===== src/rtl/keypad_pkg.sv =====
// Shared types, constants and key-map helpers for the 4x4 keypad scanner.
package keypad_pkg;

  localparam int unsigned KP_LINES = 4;

  typedef enum logic [1:0] {
    SCAN     = 2'd0,
    DEBOUNCE = 2'd1,
    HELD     = 2'd2,
    RELEASE  = 2'd3
  } kp_state_t;

  localparam logic [KP_LINES-1:0] COL_INIT = 4'b0001;

  function automatic logic kp_onehot(input logic [KP_LINES-1:0] v);
    return (v != 4'd0) && ((v & (v - 4'd1)) == 4'd0);
  endfunction

  function automatic logic [KP_LINES-1:0] kp_next_col(input logic [KP_LINES-1:0] c);
    return {c[KP_LINES-2:0], c[KP_LINES-1]};
  endfunction

  function automatic logic [1:0] kp_idx(input logic [KP_LINES-1:0] oh);
    logic [1:0] idx;
    idx = 2'd0;
    for (int i = 0; i < KP_LINES; i++) begin
      if (oh[i]) idx = 2'(i);
    end
    return idx;
  endfunction

  // Index is {row, column}; layout matches the printed keypad legend.
  function automatic logic [3:0] kp_map(input logic [KP_LINES-1:0] cols,
                                        input logic [KP_LINES-1:0] rows);
    logic [3:0] code;
    case ({kp_idx(rows), kp_idx(cols)})
      4'h0: code = 4'h1;
      4'h1: code = 4'h2;
      4'h2: code = 4'h3;
      4'h3: code = 4'hC;
      4'h4: code = 4'h4;
      4'h5: code = 4'h5;
      4'h6: code = 4'h6;
      4'h7: code = 4'hD;
      4'h8: code = 4'h7;
      4'h9: code = 4'h8;
      4'hA: code = 4'h9;
      4'hB: code = 4'hE;
      4'hC: code = 4'hA;
      4'hD: code = 4'h0;
      4'hE: code = 4'hB;
      default: code = 4'hF;
    endcase
    return code;
  endfunction

endpackage


===== src/rtl/sync_2ff.sv =====
// Two-flop synchronizer for the asynchronous keypad row lines.
module sync_2ff
  import keypad_pkg::*;
(
  input  logic                clk,
  input  logic                reset,
  input  logic [KP_LINES-1:0] d,
  output logic [KP_LINES-1:0] q
);

  logic [KP_LINES-1:0] meta_q;
  logic [KP_LINES-1:0] sync_q;

  always_ff @(posedge clk or posedge reset) begin
    if (reset) begin
      meta_q <= '0;
      sync_q <= '0;
    end else begin
      meta_q <= d;
      sync_q <= meta_q;
    end
  end

  assign q = sync_q;

endmodule


===== src/rtl/keypad_scanner.sv =====
// 4x4 keypad scan / debounce / single-key lock controller.
// Optional auto-repeat while held: define KEYPAD_AUTOREPEAT_EN.
module keypad_scanner
  import keypad_pkg::*;
#(
  parameter int unsigned SCAN_CYCLES     = 1000,
  parameter int unsigned DEBOUNCE_CYCLES = 20000,
  parameter int unsigned REPEAT_DELAY    = 500000,
  parameter int unsigned REPEAT_PERIOD   = 100000
) (
  input  logic                clk,
  input  logic                reset,
  input  logic [KP_LINES-1:0] rows,
  output logic [KP_LINES-1:0] cols,
  output logic [3:0]          key_code,
  output logic                key_valid,
  output logic                key_held
);

  localparam int unsigned DW  = $clog2(SCAN_CYCLES);
  localparam int unsigned DBW = $clog2(DEBOUNCE_CYCLES);

  logic [KP_LINES-1:0] rows_s;

  kp_state_t           state_q, state_d;
  logic [KP_LINES-1:0] cols_q, cols_d;
  logic [KP_LINES-1:0] row_cap_q, row_cap_d;
  logic [DW-1:0]       dwell_q, dwell_d;
  logic [DBW-1:0]      cnt_q, cnt_d;
  logic [3:0]          key_code_q, key_code_d;
  logic                key_valid_q, key_valid_d;
  logic                key_held_q, key_held_d;
  logic                row_hit;

`ifdef KEYPAD_AUTOREPEAT_EN
  localparam int unsigned RPT_MAX = (REPEAT_DELAY > REPEAT_PERIOD) ? REPEAT_DELAY : REPEAT_PERIOD;
  localparam int unsigned RW      = $clog2(RPT_MAX);

  // rpt_ph_q: 0 while waiting for the first repeat, 1 once in the periodic phase.
  logic [RW-1:0] rpt_q, rpt_d;
  logic          rpt_ph_q, rpt_ph_d;
`else
  logic repeat_cfg_unused;
  assign repeat_cfg_unused = ^{REPEAT_DELAY, REPEAT_PERIOD};
`endif

  sync_2ff u_sync (
    .clk   (clk),
    .reset (reset),
    .d     (rows),
    .q     (rows_s)
  );

  assign row_hit = |(rows_s & row_cap_q);

  always_comb begin
    state_d     = state_q;
    cols_d      = cols_q;
    row_cap_d   = row_cap_q;
    dwell_d     = '0;
    cnt_d       = '0;
    key_code_d  = key_code_q;
    key_valid_d = 1'b0;
`ifdef KEYPAD_AUTOREPEAT_EN
    rpt_d       = '0;
    rpt_ph_d    = 1'b0;
`endif

    case (state_q)
      SCAN: begin
        if (dwell_q == DW'(SCAN_CYCLES - 1)) begin
          if (kp_onehot(rows_s)) begin
            state_d   = DEBOUNCE;
            row_cap_d = rows_s;
          end else begin
            cols_d = kp_next_col(cols_q);
          end
        end else begin
          dwell_d = dwell_q + DW'(1);
        end
      end

      DEBOUNCE: begin
        if (rows_s != row_cap_q) begin
          state_d = SCAN;
          cols_d  = kp_next_col(cols_q);
        end else if (cnt_q == DBW'(DEBOUNCE_CYCLES - 2)) begin
          state_d     = HELD;
          key_code_d  = kp_map(cols_q, row_cap_q);
          key_valid_d = 1'b1;
        end else begin
          cnt_d = cnt_q + DBW'(1);
        end
      end

      HELD: begin
        if (!row_hit) begin
          state_d = RELEASE;
        end else begin
`ifdef KEYPAD_AUTOREPEAT_EN
          rpt_d    = rpt_q + RW'(1);
          rpt_ph_d = rpt_ph_q;
          if ((!rpt_ph_q && rpt_q == RW'(REPEAT_DELAY - 1)) ||
              ( rpt_ph_q && rpt_q == RW'(REPEAT_PERIOD - 1))) begin
            key_valid_d = 1'b1;
            rpt_d       = '0;
            rpt_ph_d    = 1'b1;
          end
`endif
        end
      end

      RELEASE: begin
        if (row_hit) begin
          state_d = HELD;
        end else if (cnt_q == DBW'(DEBOUNCE_CYCLES - 2)) begin
          state_d = SCAN;
          cols_d  = kp_next_col(cols_q);
        end else begin
          cnt_d = cnt_q + DBW'(1);
        end
      end

      default: state_d = SCAN;
    endcase

    key_held_d = (state_d == HELD) || (state_d == RELEASE);
  end

  always_ff @(posedge clk or posedge reset) begin
    if (reset) begin
      state_q     <= SCAN;
      cols_q      <= COL_INIT;
      row_cap_q   <= '0;
      dwell_q     <= '0;
      cnt_q       <= '0;
      key_code_q  <= '0;
      key_valid_q <= 1'b0;
      key_held_q  <= 1'b0;
    end else begin
      state_q     <= state_d;
      cols_q      <= cols_d;
      row_cap_q   <= row_cap_d;
      dwell_q     <= dwell_d;
      cnt_q       <= cnt_d;
      key_code_q  <= key_code_d;
      key_valid_q <= key_valid_d;
      key_held_q  <= key_held_d;
    end
  end

`ifdef KEYPAD_AUTOREPEAT_EN
  always_ff @(posedge clk or posedge reset) begin
    if (reset) begin
      rpt_q    <= '0;
      rpt_ph_q <= 1'b0;
    end else begin
      rpt_q    <= rpt_d;
      rpt_ph_q <= rpt_ph_d;
    end
  end
`endif

  assign cols      = cols_q;
  assign key_code  = key_code_q;
  assign key_valid = key_valid_q;
  assign key_held  = key_held_q;

endmodule


===== config.mk =====
export PLATFORM = sky130hd
export DESIGN_NAME = keypad_scanner
export DESIGN_NICKNAME = d
export VERILOG_FILES = /design/src/rtl/keypad_pkg.sv /design/src/rtl/sync_2ff.sv /design/src/rtl/keypad_scanner.sv
export SDC_FILE = /design/constraint.sdc
export NUM_CORES = 1
export LEC_CHECK = 0
export BUFFER_PORTS_ARGS = -buffer_cell sky130_fd_sc_hd__buf_2
export CAP_MARGIN = 20
export CORE_ASPECT_RATIO = 1.4
export CORE_MARGIN = 2
export CORE_UTILIZATION = 25
export DETAILED_ROUTE_END_ITERATION = 8
export SLEW_MARGIN = 20
export SYNTH_ARGS = -nofsm -noshare
export SYNTH_HDL_FRONTEND = slang
export SYNTH_SLANG_ARGS = --single-unit

===== constraint.sdc =====
create_clock -name clk -period 5.56 [get_ports clk]
set_input_delay 0.278 -clock clk [delete_from_list [all_inputs] [get_ports clk]]
set_output_delay 0.278 -clock clk [all_outputs]
set_load 0.05 [all_outputs]

==> impl_metrics.tcl, run 1 <==
set metrics [dict create \
    drt_iter0_drc 52 \
    synthSimpleGateAreaFrac_pct 20.2 \
    io_buffers 15 \
    cts_tree "yes" \
    relSlewSlack_pct 46.5 \
    yosysWarningCount 0 \
    ir_drop_v 0.000122 \
    fin_setup_tns_ns 0 \
    wl_met1_mm 1.59 \
    layout_setup_ws_ns 3.14 \
    clock.fmax_ghz 0.413 \
    p_per_area_nw_per_um2 257 \
    ys.flop_type "dfrtp_1" \
    r2r_start "cnt_q[7]$_DFF_PP0_" \
    syn_to_final_growth_pct 15.3 \
    grt_usage_pct 8.46 \
    antennaDiodeCount 0 \
    rsz0062_at_grt "false" \
    synthTopCellsByArea "dfrtp_1, ha_1, nor2_1" \
    yosys_register_bits 48 \
    cp_data_arrival_time_ns 2.58 \
    rrSetupSlack_ns 3.14 \
    grt.overflow.total 0 \
    post-synth-top-count-cell "dfrtp_1" \
    critPathMaxFanout 5 \
    clk_pin_slew_ns 0.06 \
    wl_met2_mm 1.98 \
    syn_area_um2 2240 \
    post_drt_wl_per_cell_um 11.3 \
    hold_violations 0 \
    post-place-ws_ns 3.15 \
    postSynthCellCount 206 \
    syn_area_per_cell_um2 10.9 \
    crit_type "reg2reg" \
    dpl.hpwl_mm 2.71 \
    drv_slew 0 \
    num-fill-cells 884 \
    synth_commonest_cells "dfrtp_1, nor2_1, nand2_1, xor2_1, ha_1" \
    fp-row-count 40 \
    yosysTopAreaCell "dfrtp_1" \
    required_ns 5.72 \
    dr.pass1.iters 4 \
    num_io_pins 16 \
    ys_seq_area_share_pct 53.8 \
    worst_pin_slew_ns 0.802 \
    grt_max_degree 49 \
    synthMuxAreaShare_pct 4.98 \
    dieArea_um2 9730 \
    cts_resized 0 \
    synth_top_family_by_area "simple AND/OR/NAND/NOR gates" \
    synth_adder_area_share_pct 6.16 \
    cts.sinks 48 \
    synth-edff-count 0 \
    cp-end-kind "flip-flop" \
    setup_violations 0 \
    crit_end "cols[3]$_DFFE_PP0P_" \
    hold_path.class "in2reg" \
    nets 242 \
    synthXorXnorAreaFrac_pct 9.01 \
    cp-startpoint "cnt_q[7]$_DFF_PP0_" \
    cts_setup_buffers 0 \
    drc 0 \
    top_layer "met4" \
    grt_pass1_wl_mm 6.57 \
    drive_gt1_share_pct 13.7 \
    wirelength_mm 3.73 \
    start_kind "flip-flop" \
    clk_latency_ns 0.28 \
    cts_made_buffers 5 \
    die_w_um 83.9 \
    die_h_um 116 \
    root_buffer "clkbuf_16" \
    gp_congestion 0.782 \
    coreArea_um2 8660 \
    viasPerCell 4.33 \
    synth_nets 223 \
    ant_nets 0 \
    period_minus_slack_ns 2.42 \
    start_util_pct 25.8 \
    synth_top_area_share_pct 52.6 \
    final.period_utilization_pct 43.6 \
    cts.path.max_buffers 2 \
    timing.rr.end "cols[3]$_DFFE_PP0P_" \
    ff2ff_path_depth 5 \
    synthArstFlopShare_pct 100 \
    clock_skew_ns 0.00659 \
    grt_pass1_vias 1443 \
    antenna_found_initial 0 \
    synth_compound_area_share_pct 3.69 \
    met3WireLength_um 95 \
    maxCapViolCount 0 \
    leakage_nw 1.17 \
    ys_types 34 \
    htree_levels 2 \
    num_vias 1433 \
    cts_hold_buf 0 \
    status "complete, no violations" \
]
## layout make-up
cell class	count	area, µm²	share of cell area, %
timing repair buffer	15	75.1	2.91
sequential	48	1200	46.6
inverter	10	38.8	1.50
clock buffer	8	146	5.68
multi-input combinational	145	985	38.2
tap	105	131	5.09
## worst min path at each step
stage,startpoint,endpoint,slack (ns),depth (start not counted)
final,rows[3],u_sync.meta_q[3]$_DFF_PP0_,0.10,1
after global routing,rows[2],u_sync.meta_q[2]$_DFF_PP0_,0.1,1
after CTS,rows[3],u_sync.meta_q[3]$_DFF_PP0_,0.09,1
after detailed placement,u_sync.meta_q[2]$_DFF_PP0_,u_sync.q[2]$_DFF_PP0_,0.33,0
after global placement,u_sync.meta_q[3]$_DFF_PP0_,u_sync.q[3]$_DFF_PP0_,0.33,0
after floorplan,rows[0],u_sync.meta_q[0]$_DFF_PP0_,0.31,0
## where the power goes
part           internal, mW  switching [mW]
Clock                 0.179           0.117
Sequential            0.352         0.00248
Combinational       0.00294         0.00877
Total                 0.535           0.128
## flip-flops by register name, summed over array words and instances, names as in the netlist, named ones only
| register | cells |
|---|---|
| dwell_q | 10 |
| u_sync.q | 4 |
| key_code | 4 |
| u_sync.meta_q | 4 |
| cols | 4 |
| key_valid | 1 |
| row_cap_q | 4 |
| cnt_q | 15 |
## per-layer routing
layer	vias to the layer above	global-route usage [%]
li1	730	-
met1	681	9.12
met4	0	4.52
met2	16	15.5
met5	-	0
met3	6	1.85
## through the flow
stage | util (%) | total power, mW | hold WS (ns) | cell area (µm²) | std cells
2_1_floorplan | - | 0.368 | 0.309 | 2240 | 206
3_3_place_gp | 28.1 | 0.373 | 0.335 | 2430 | 323
3_5_place_dp | 28.1 | 0.374 | 0.335 | 2430 | 323
4_1_cts | 29.8 | 0.674 | 0.0950 | 2580 | 331
5_1_grt | 29.8 | 0.690 | 0.0978 | 2580 | 331
6_report | 29.8 | 0.663 | 0.100 | 2580 | 331
## cells in the final DEF (no fill, tap or decap), drive strengths merged, types with 7 or more instances in the layout
| master | n |
|---|---|
| buf | 15 |
| clkbuf | 8 |
| dfrtp | 47 |
| ha | 11 |
| inv | 9 |
| mux2 | 9 |
| nand2 | 17 |
| nand3 | 10 |
| nor2 | 33 |
| o21ai | 7 |
| xnor2 | 10 |
| xor2 | 13 |
## worst max-delay path, cell delays in order, from the launching register on
cell	delay, ns
dfrtp_1	0.43
or4_4	0.57
nor4_4	0.34
a31oi_1	0.19
nor4b_4	0.41
mux2_1	0.36
## kinds of logic (layout without fill, tap and decap cells)
kind of cell	count (synthesis)	after routing
simple gates	87	87
flops	48	48
fa+ha+maj	11	11
buf+inv	13	33
xor+xnor	23	23
compound gates	14	14
mux	10	10
Power figures use the tool's default switching activity.
==> run 2: changes to the inputs <==
Clock period 5.56 ns to 2 ns, I/O delays scaled along.
==> run 2 against run 1 <==
Against the previous run:
- the flow now finishes with violations (negative setup slack)
- die area did not move
- combinational power grew to 4.8 times the previous value
- via count up 9.8%
- fmax rose by 17%
- sequential share of layout area decreased by 4.3 points
- cell area rose by 10%
- clock power grew to 2.6 times the previous value
- flip-flop and latch count unchanged
- clock-buffer cell count down 2
- critical endpoint is now cols[2]$_DFFE_PP0P_
- largest power group unchanged
==> impl_metrics.tcl, run 2 (synthesis results as in run 1) <==
set metrics [dict create \
    num_io_pins 16 \
    slowest_stage "or4_4" \
    p_per_area_nw_per_um2 641 \
    fin_setup_tns_ns -0.210 \
    top_regs "cnt_q (15), dwell_q (10)" \
    hold_violations 0 \
    r2r_start "cnt_q[12]$_DFF_PP0_" \
    root_buffer "clkbuf_16" \
    status "complete, but fails checks" \
    grt.overflow.total 0 \
    maxCapViolCount 0 \
    fin_util_pct 32.8 \
    dr.pass1.iters 3 \
    num-fill-cells 885 \
    grt_usage_pct 9.00 \
    largest_register "cnt_q" \
    cp-end-kind "flip-flop" \
    ir_drop_v 0.000322 \
    fp-row-count 40 \
    required_ns 2.17 \
    violations "negative setup slack" \
    relSlewSlack_pct 73.6 \
    worst_pin_slew_ns 0.393 \
    hp-start "u_sync.meta_q[0]$_DFF_PP0_" \
    setup_violations 4 \
    syn_to_final_growth_pct 27.1 \
    layout_common_cells "dfrtp_1, nor2_1, buf_4, nand2_1, buf_2" \
    viasPerCell 4.36 \
    gp_congestion 0.798 \
    final.period_utilization_pct 103 \
    die_h_um 116 \
    design_area_um2 2840 \
    wirelength_mm 3.93 \
    nets 273 \
    cp_data_arrival_time_ns 2.24 \
    final_common_cell "dfrtp_1" \
    post-place-ws_ns -0.123 \
    cts_tree "yes" \
    regArea_um2 1200 \
    cts_made_buffers 5 \
    cts.sinks 48 \
    dieArea_um2 9730 \
    p_total_mw 1.82 \
    drc 0 \
    grt_pass1_wl_mm 7.04 \
    rsz0062_at_grt "true" \
    critPathBufInv 0 \
    period_minus_slack_ns 2.07 \
    die_w_um 83.9 \
    cp-startpoint "cnt_q[12]$_DFF_PP0_" \
    drive_gt1_share_pct 24.6 \
    path_cells "or4_4 > nor4_4 > a31oi_2 > nor4b_4 > mux2_1" \
    clk_latency_ns 0.28 \
    dpl_cell_area_um2 2640 \
    clock_skew_ns 0.00439 \
    clock.fmax_ghz 0.483 \
    antennaDiodeCount 0 \
    grt_max_degree 49 \
    io_buffers 15 \
    layout_setup_ws_ns -0.0697 \
    htree_levels 2 \
    coreArea_um2 8660 \
    crit_type "reg2reg" \
    clk_pin_slew_ns 0.06 \
    hold_path.class "reg2reg" \
    drt_iter0_drc 57 \
    num_vias 1573 \
    ant_nets 0 \
    crit_family "simple AND/OR/NAND/NOR gates" \
    leakage_nw 1.32 \
    largest_reg_flops 15 \
    grt_pass1_vias 1620 \
    dpl.hpwl_mm 2.91 \
    cts.path.max_buffers 2 \
    critPathMaxStageDelay_ns 0.54 \
    post_drt_wl_per_cell_um 10.9 \
    start_util_pct 25.8 \
    start_kind "flip-flop" \
    critPathMaxFanout 4 \
    antenna_found_initial 0 \
    multi_input_area_um2 1000 \
    drv_slew 0 \
]
[run 2: changes by cell type in the layout (fill, tap and decap cells not counted), sizes merged]
| cell | previous run | this run |
|---|---|---|
| buf | 15 | 41 |
| clkbuf | 8 | 6 |
| dlygate4sd3 | 0 | 5 |
| inv | 9 | 10 |
[run 2: report_power, final]
part | leakage (nW) | total, mW | switching (mW) | internal [mW]
clock | 0.0667 | 0.782 | 0.327 | 0.454
combinational | 0.625 | 0.0563 | 0.0307 | 0.0256
sequential | 0.632 | 0.984 | 0.00416 | 0.979
total | 1.32 | 1.82 | 0.362 | 1.46
[run 2: path summary, 6_finish.rpt]
path | to | slack [ns] | cells after the start
min in group asynchronous | u_sync.meta_q[2]$_DFF_PP0_ | 0.38 | 4
max reg2reg | cols[2]$_DFFE_PP0P_ | -0.07 | 5
max | cols[2]$_DFFE_PP0P_ | -0.07 | 5
max in group asynchronous | cols[0]$_DFFE_PP1P_ | 1.33 | 4
min | u_sync.q[0]$_DFF_PP0_ | 0.35 | 0
min reg2reg | u_sync.q[0]$_DFF_PP0_ | 0.35 | 0
[run 2: per-layer routing]
metal | wire length (µm) | vias up | track usage, %
met5 | 0 | - | 0
met4 | 70 | 0 | 3.55
met3 | 120 | 7 | 2.85
met2 | 2090 | 15 | 16.7
met1 | 1650 | 755 | 9.49
li1 | - | 796 | -
[run 2: metrics by stage]
step,hold WS [ns],cells
after floorplan,0.131,206
after global placement,0.158,348
after detailed placement,0.161,348
after CTS,0.350,361
after global routing,0.357,361
final,0.347,361
[run 2: what timing repair did]
item / 4_1_cts / 5_1_grt
hold buffers: 5 / 0
resized for setup: 1 / 3
endpoints found under the setup margin: 5 / 25
endpoints found under the hold margin: 51 / 0
buffers inserted: 1 / 0
pin swaps: 2 / 0
[run 2: layout make-up]
cell class                      count  area share (%)
Sequential cell                    48            42.3
Tap cell                          105            4.62
Timing Repair Buffer               46            11.7
Clock buffer                        6            4.53
Inverter                           10            1.32
Multi-Input combinational cell    145            35.3
Clock inverter                      1           0.176
==> run 3: changes to the inputs <==
Settings changed: CORE_ASPECT_RATIO 1.4 to 0.75, MAX_ROUTING_LAYER set to met4, SETUP_SLACK_MARGIN set to 0.05.
==> run 3 against run 2 <==
Against the previous run:
- the run still ends with negative setup slack left
- global-route usage increased by 0.35 points
- die area is essentially flat
- sequential share of layout area fell by 0.30 points
- first-iteration DRC count up 28%
- register-to-register slack barely moved
- worst setup slack worse by 0.014 ns
- sequential power barely moved
- clock skew rose by 0.0013 ns
- combinational power about the same
- final cell count is 1.1% higher
- critical path type unchanged
==> impl_metrics.tcl, run 3 (synthesis results as in run 1) <==
set metrics [dict create \
    viasPerCell 4.28 \
    grt_pass1_wl_mm 7.00 \
    maxCapViolCount 0 \
    num_io_pins 16 \
    timing.rr.end "cols[2]$_DFFE_PP0P_" \
    top_regs "cnt_q (15), dwell_q (10)" \
    layout_common_cells "dfrtp_1, nor2_1, buf_4, nand2_1, buf_2" \
    rsz0062_at_grt "true" \
    clk_latency_ns 0.29 \
    p_per_area_nw_per_um2 640 \
    required_ns 2.17 \
    drive_gt1_share_pct 26.8 \
    violations "negative setup slack" \
    drc 0 \
    largest_reg_flops 15 \
    cp-end-kind "flip-flop" \
    clock_skew_ns 0.00566 \
    grt_usage_pct 9.35 \
    wirelength_mm 4.04 \
    dieArea_um2 9720 \
    nets 274 \
    post_drt_wl_per_cell_um 11.1 \
    hold_violations 0 \
    cp-startpoint "cnt_q[12]$_DFF_PP0_" \
    dr.pass1.iters 4 \
    cts_made_buffers 5 \
    fp-row-count 29 \
    worst_pin_slew_ns 0.419 \
    root_buffer "clkbuf_16" \
    post-place-ws_ns -0.150 \
    syn_to_final_growth_pct 28.3 \
    hold_path.class "reg2reg" \
    cts_tree "yes" \
    cp_data_arrival_time_ns 2.25 \
    ff2ff_path_depth 5 \
    drt_iter0_drc 73 \
    coreArea_um2 8560 \
    final_common_cell "dfrtp_1" \
    fin_setup_tns_ns -0.243 \
    ir_drop_v 0.000319 \
    num_vias 1563 \
    leakage_nw 1.33 \
    placed_cells_incl_taps 351 \
    io_buffers 15 \
    rrSetupSlack_ns -0.08 \
    setup_violations 4 \
    design_area_um2 2870 \
    relSlewSlack_pct 71.8 \
    grt_pass1_vias 1495 \
    die_h_um 85.9 \
    antennaDiodeCount 0 \
    clock.fmax_ghz 0.480 \
    start_util_pct 26.1 \
    final.period_utilization_pct 104 \
    start_kind "flip-flop" \
    drv_slew 0 \
    crit_end "cols[2]$_DFFE_PP0P_" \
    die_w_um 113 \
    grt_max_degree 26 \
    num-fill-cells 873 \
    largest_register "cnt_q" \
    ant_nets 0 \
    grt.overflow.total 0 \
    r2r_start "cnt_q[12]$_DFF_PP0_" \
    critPathMaxFanout 4 \
    dpl.hpwl_mm 2.93 \
    crit_type "reg2reg" \
    clk_pin_slew_ns 0.06 \
    cts.sinks 48 \
    period_minus_slack_ns 2.08 \
    status "complete, but fails checks" \
    layout_setup_ws_ns -0.0834 \
    gp_congestion 0.795 \
    cts.path.max_buffers 2 \
    dpl_cell_area_um2 2640 \
    layout.cells.non_filler 365 \
    htree_levels 2 \
    antenna_found_initial 0 \
]
[run 3: cell count changes in the layout (fill, tap and decap cells not counted), sizes merged]
cell	delta
buf	+1
clkbuf	-1
clkinvlp	+1
[run 3: worst max-delay path: stages (launching register included)]
cell,delay (ns)
dfrtp_1,0.38
or4_4,0.54
nor4_4,0.19
a31oi_2,0.16
nor4b_4,0.34
mux2_1,0.36
[run 3: worst min path at each step]
stage	slack, ns	cells after the start	endpoint	from
2_1_floorplan	0.13	0	u_sync.meta_q[0]$_DFF_PP0_	rows[0]
3_3_place_gp	0.17	3	asynchronous set/reset pin	reset
3_5_place_dp	0.18	3	asynchronous set/reset pin	reset
4_1_cts	0.35	0	u_sync.q[0]$_DFF_PP0_	u_sync.meta_q[0]$_DFF_PP0_
5_1_grt	0.36	0	u_sync.q[2]$_DFF_PP0_	u_sync.meta_q[2]$_DFF_PP0_
6_report	0.35	0	u_sync.q[3]$_DFF_PP0_	u_sync.meta_q[3]$_DFF_PP0_
[run 3: layout make-up]
type / count / area (µm²) / share of cell area, %
sequential: 48 / 1210 / 42.0
multi-input combinational: 145 / 1020 / 35.7
timing repair buffer: 47 / 328 / 11.4
tap: 108 / 135 / 4.71
clock buffer: 5 / 125 / 4.36
inverter: 10 / 37.5 / 1.31
clock inverter: 2 / 12.5 / 0.436
[run 3: stage by stage]
step	total power, mW	util (%)	hold slack [ns]
floorplan	1.02	-	0.131
global placement	1.05	30.8	0.166
detailed placement	1.05	30.8	0.175
CTS	1.88	33.2	0.349
global route	1.92	33.5	0.360
finish	1.84	33.5	0.348
[run 3: timing repair]
| item | CTS | global route |
|---|---|---|
| setup buffers | 2 | 0 |
| resized for setup | 1 | 7 |
| pin swaps | 3 | 2 |
| endpoints found under the hold margin | 51 | 0 |
| hold buffers | 5 | 0 |
| cloned | 0 | 0 |
| setup endpoints to repair | 8 | 27 |
[run 3: report_power, final]
part           internal (mW)  total [mW]  switching, mW
registers              0.979       0.984        0.00483
logic                 0.0249      0.0560         0.0311
clock network          0.454       0.796          0.343
total                   1.46        1.84          0.379
[run 3: routing by layer]
metal / wire length (µm) / global-route usage, % / up-vias
met5: 0 / - / -
met4: 2 / 2.33 / 0
met3: 155 / 3.39 / 2
met2: 1770 / 13.0 / 21
met1: 2110 / 12.9 / 742
li1: - / - / 798
